==> src/rtl/regfile_wb_arbiter.sv <==
// Write-back arbiter: single writer for the register file write port.
// Merges in-order ALU results with long-latency results buffered in a small FIFO.
module regfile_wb_arbiter #(
    parameter int IS_DEPTH     = 5,
    parameter int REGF_WIDTH   = 32,
    parameter int QDEPTH       = 4,
    parameter int STARVE_LIMIT = 8
) (
    input  logic                  clk,
    input  logic                  rst,
    input  logic                  alu_wr_valid,
    input  logic [IS_DEPTH-1:0]   alu_rd,
    input  logic [REGF_WIDTH-1:0] alu_data,
    input  logic                  lsu_wr_valid,
    output logic                  lsu_wr_ready,
    input  logic [IS_DEPTH-1:0]   lsu_rd,
    input  logic [REGF_WIDTH-1:0] lsu_data,
    output logic                  regWrite,
    output logic [IS_DEPTH-1:0]   rd,
    output logic [REGF_WIDTH-1:0] data_wr,
    input  logic [IS_DEPTH-1:0]   query_rs1,
    input  logic [IS_DEPTH-1:0]   query_rs2,
    output logic                  busy_rs1,
    output logic                  busy_rs2,
    output logic                  drain_stall
);

    localparam int PW = $clog2(QDEPTH);
    localparam int CW = PW + 1;
    localparam int SW = $clog2(STARVE_LIMIT + 1);

    logic [IS_DEPTH-1:0]   ent_rd_q   [QDEPTH];
    logic [REGF_WIDTH-1:0] ent_data_q [QDEPTH];
    logic [QDEPTH-1:0]     ent_live_q, ent_live_d;

    logic [PW-1:0] head_q, head_d;
    logic [PW-1:0] tail_q, tail_d;
    logic [CW-1:0] count_q, count_d;
    logic [SW-1:0] starve_q, starve_d;

    logic                  we_q, we_d;
    logic [IS_DEPTH-1:0]   rd_q, rd_d;
    logic [REGF_WIDTH-1:0] data_q, data_d;

    logic fifo_empty;
    logic alu_issue;
    logic lsu_enq;
    logic pop;
    logic head_issue;

    assign fifo_empty   = (count_q == '0);
    assign lsu_wr_ready = (count_q < CW'(QDEPTH));
    assign alu_issue    = alu_wr_valid && (alu_rd != '0);
    // A handshake to x0 still completes, it just never occupies an entry.
    assign lsu_enq      = lsu_wr_valid && lsu_wr_ready && (lsu_rd != '0);
    assign pop          = !alu_issue && !fifo_empty;
    assign head_issue   = pop && ent_live_q[head_q];

    assign drain_stall  = (count_q == CW'(QDEPTH)) || (starve_q == SW'(STARVE_LIMIT));

    assign regWrite = we_q;
    assign rd       = rd_q;
    assign data_wr  = data_q;

    // Supersede kills land before the enqueue so a same-cycle LSU entry stays live.
    always_comb begin
        ent_live_d = ent_live_q;
        for (int i = 0; i < QDEPTH; i++) begin
            if (alu_issue && (ent_rd_q[i] == alu_rd)) begin
                ent_live_d[i] = 1'b0;
            end
        end
        if (pop) begin
            ent_live_d[head_q] = 1'b0;
        end
        if (lsu_enq) begin
            ent_live_d[tail_q] = 1'b1;
        end
    end

    always_comb begin
        head_d  = pop ? head_q + 1'b1 : head_q;
        tail_d  = lsu_enq ? tail_q + 1'b1 : tail_q;
        count_d = count_q;
        case ({lsu_enq, pop})
            2'b10:   count_d = count_q + 1'b1;
            2'b01:   count_d = count_q - 1'b1;
            default: count_d = count_q;
        endcase
    end

    always_comb begin
        starve_d = starve_q;
        if (fifo_empty || pop) begin
            starve_d = '0;
        end else if (alu_issue && (starve_q != SW'(STARVE_LIMIT))) begin
            starve_d = starve_q + 1'b1;
        end
    end

    // Idle slots keep rd/data_wr at their last value; only the enable drops.
    always_comb begin
        we_d   = 1'b0;
        rd_d   = rd_q;
        data_d = data_q;
        if (alu_issue) begin
            we_d   = 1'b1;
            rd_d   = alu_rd;
            data_d = alu_data;
        end else if (head_issue) begin
            we_d   = 1'b1;
            rd_d   = ent_rd_q[head_q];
            data_d = ent_data_q[head_q];
        end
    end

    always_comb begin
        busy_rs1 = 1'b0;
        busy_rs2 = 1'b0;
        for (int i = 0; i < QDEPTH; i++) begin
            if (ent_live_q[i] && (ent_rd_q[i] == query_rs1)) begin
                busy_rs1 = 1'b1;
            end
            if (ent_live_q[i] && (ent_rd_q[i] == query_rs2)) begin
                busy_rs2 = 1'b1;
            end
        end
        if (query_rs1 == '0) begin
            busy_rs1 = 1'b0;
        end
        if (query_rs2 == '0) begin
            busy_rs2 = 1'b0;
        end
    end

    always_ff @(posedge clk or negedge rst) begin
        if (!rst) begin
            ent_live_q <= '0;
            head_q     <= '0;
            tail_q     <= '0;
            count_q    <= '0;
            starve_q   <= '0;
            we_q       <= 1'b0;
            rd_q       <= '0;
            data_q     <= '0;
        end else begin
            ent_live_q <= ent_live_d;
            head_q     <= head_d;
            tail_q     <= tail_d;
            count_q    <= count_d;
            starve_q   <= starve_d;
            we_q       <= we_d;
            rd_q       <= rd_d;
            data_q     <= data_d;
        end
    end

    // Payload needs no reset: an entry is only observed while its live bit is set.
    always_ff @(posedge clk) begin
        if (lsu_enq) begin
            ent_rd_q[tail_q]   <= lsu_rd;
            ent_data_q[tail_q] <= lsu_data;
        end
    end

endmodule

==> config.mk <==
export PLATFORM = sky130hd
export DESIGN_NAME = regfile_wb_arbiter
export DESIGN_NICKNAME = d
export VERILOG_FILES = /design/src/rtl/regfile_wb_arbiter.sv
export SDC_FILE = /design/constraint.sdc
export NUM_CORES = 1
export LEC_CHECK = 0
export CAP_MARGIN = 5
export CORE_UTILIZATION = 40
export CTS_CLUSTER_DIAMETER = 100
export DETAILED_ROUTE_END_ITERATION = 8
export GPL_TIMING_DRIVEN = 0
export MAX_ROUTING_LAYER = met4
export SYNTH_ARGS = -nofsm -noshare
export SYNTH_HDL_FRONTEND = slang
export SYNTH_SLANG_ARGS = --single-unit
export TNS_END_PERCENT = 30
==> constraint.sdc <==
create_clock -name clk -period 3.2 [get_ports clk]
set_input_delay 0.8 -clock clk [delete_from_list [all_inputs] [get_ports clk]]
set_output_delay 0.8 -clock clk [all_outputs]
set_load 0.05 [all_outputs]
==> out/qor.csv <==
metric,value,unit
outcome,"finished, final reports clean",
die area,22400,sq um
layout cells sized above 1,0.143,
Synth Area in Compound Gates,0.0377,
residual DRC count,0,
dpl ws,-0.296,ns
final core utilization,0.516,
port buffer count,114,
number of max-cap violations,0,
Overall Power,9620,uW
vias in the first global route,5532,
antenna violations before repair,0,
Hold Fails Final Rpt,0,
CP Class,reg2out,
post-DP HPWL,14.0,mm
fin. max-slew vios,0,
Top Ports,130,
yosys warns,0,
startpoint types,flop,
number of H-tree levels,1,
Post-DP Area,10300,sq um
Netlist Area Pre-Place,8720,sq um
1st-pass router iterations,5,
DIE WIDTH,150,um
Reg2Reg Setup Slack,0.78,ns
VDD IR-drop max,493,uV
die height,150,um
wire per inst,20.8,um
"Seq/Total Area, Yosys",0.661,
FILL cells,1798,
max frequency,323,MHz
"commonest non-fill, non-tap cell in the layout",edfxtp_1,
Area Growth Syn to Fin,25.5,%
CTS Hold Bufs,0,
hold crit path type,in2async,
Syn Inst Count,547,
routed vias,5098,
final WL,20.3,mm
worst reg-to-reg path cell count,5,
R2R Path End,data_wr[3],
Worst-Margin Slew,0.743,ns
Max-Slew Margin vs Limit,0.505,
# setup viols final,0,
Worst setup EP type,output port,
setup TNS,0,ns
# nets final,789,
Leak,0.00404,uW
Final Skew,0.0141,ns
post-route clock period utilization,0.968,
Worst-path clk slew,0.06,ns
multiplexer share of the synthesized area,0.139,
Initial Util,0.411,
drt via density,5.21,
largest net degree at the start of global routing,32,
GP Congestion,0.903,
Overall Global Routing Usage,0.192,
Post-Syn Nets,647,
Clock Tree Buf Depth,3,
Netlist cell types,34,
Site Rows,53,
worst path arrival time,2.30,ns
post-route ant nets,0,
# clock sinks,201,
worst skew pair latency,0.49,ns
RSZ-0062 raised after global routing,no,
most frequent cells in the layout,"edfxtp_1 (148), clkdlybuf4s50_1 (111), dfrtp_1 (53), nand2_1 (46), xor2_1 (46)",
CTS tree,done,
TritonCTS buffer count,21,
first-pass GRT wire length,30.9,mm
Synth Area in Adders,0.0181,
clk root buf,clkbuf_16,
setup ws final,0.101,ns
Initial DRC Count,206,
largest family of logic cells by synthesized area,multiplexers,
syn avg cell area,15.9,sq um
# diodes,0,
# Post-CTS Setup Buffers,0,
CP Max Fanout,4,
final design area excluding fillers,10900,sq um
area of the core,21200,sq um
power density cells,879,nW/um^2
Required @ worst endpoint,2.40,ns
Synth Area in XOR/XNOR,0.0673,
Final min period,3.10,ns
simple-gate area share of the yosys netlist,0.0476,
Yosys reg bits,201,
Worst R2R Start,head_q[1],
aggregate global routing overflow,0,
## flip-flops by register name, summed over array words and instances, names as in the netlist
name,count
ent_data_q,128
regWrite,1
data_wr,32
head_q,2
count_q,3
tail_q,2
starve_q,4
rd,5
ent_live_q,4
ent_rd_q,20
## routing by layer
metal,global-route usage,share of wire,vias up
met2,0.321,0.51,144
met1,0.251,0.43,2597
met3,0.0235,0.048,27
met4,0.0434,0.014,0
met5,-,0,-
li1,-,-,2330
## kinds of logic after synthesis
group,Yosys count
flops,201
buf+inv,50
simple gates,88
compound gates,55
mux,74
xor+xnor,67
fa+ha+maj,12
## per-stage QoR
| step | std cells | hold WS (ns) |
|---|---|---|
| 2_1_floorplan | 547 | 0.468 |
| 3_3_place_gp | 936 | 0.497 |
| 3_5_place_dp | 941 | 0.491 |
| 4_1_cts | 979 | 0.378 |
| 5_1_grt | 979 | 0.408 |
| 6_report | 979 | 0.370 |
## final cells by class
class	count	area [sq um]	area share
buffer	36	196	0.0179
clock buffer	26	554	0.0506
clock inverter	12	80.1	0.00732
inverter	14	52.6	0.00480
multi-input combinational	296	2710	0.248
sequential	201	5770	0.527
tap	275	344	0.0314
timing repair buffer	119	1240	0.113
## Yosys cell counts (all sizes together)
library cell,instances,area share
fa,1,0.0023
ha,11,0.016
a31o,4,0.0040
xor2,46,0.046
mux4,38,0.098
o311a,1,0.0011
mux2i,36,0.041
a32oi,3,0.0030
o21a,3,0.0026
buf,20,0.015
edfxtp,148,0.51
nor2,5,0.0022
nor4,8,0.0057
nand2,46,0.020
or3,1,0.00072
nand4,6,0.0043
clkbuf,16,0.0070
or4,3,0.0030
a21oi,2,0.0011
dfrtp,53,0.15
xnor2,21,0.021
and2,5,0.0039
nor3,4,0.0023
nand3,10,0.0057
inv,14,0.0060
o32ai,1,0.0010
o21ai,41,0.025
## report_power, final
group	total [uW]	switching (uW)	internal, uW	leakage (uW)
combinational	3710	2150	1560	0.00173
sequential	3660	300	3360	0.00199
clock	2250	940	1310	0.000312
## critical path, stage by stage, from the launching register on
cell and delay (ns):
edfxtp_1 0.52, xor2_1 0.21, nor4_1 0.35, nand3_1 0.12, nand4_1 0.12, o21a_1 0.12
clkdlybuf4s15_2 0.36
## how the worst max path moves through the flow
stage / start / to / slack, ns / depth (start not counted)
2_1_floorplan: alu_rd[3] / count_q[2] / 0.27 / 11
3_3_place_gp: lsu_rd[2] / ent_data_q[2][20] / -0.83 / 3
3_5_place_dp: query_rs1[0] / busy_rs1 / -0.30 / 7
4_1_cts: ent_rd_q[2][0] / busy_rs1 / 0.06 / 6
5_1_grt: ent_rd_q[2][3] / busy_rs2 / 0.003 / 6
6_report: ent_rd_q[2][3] / busy_rs2 / 0.10 / 6
## repair_timing
item                                   CTS  global route
setup endpoints to repair                2             0
endpoints found under the hold margin    0             0
gates resized for setup                  6             0
Power figures use the tool's default switching activity.
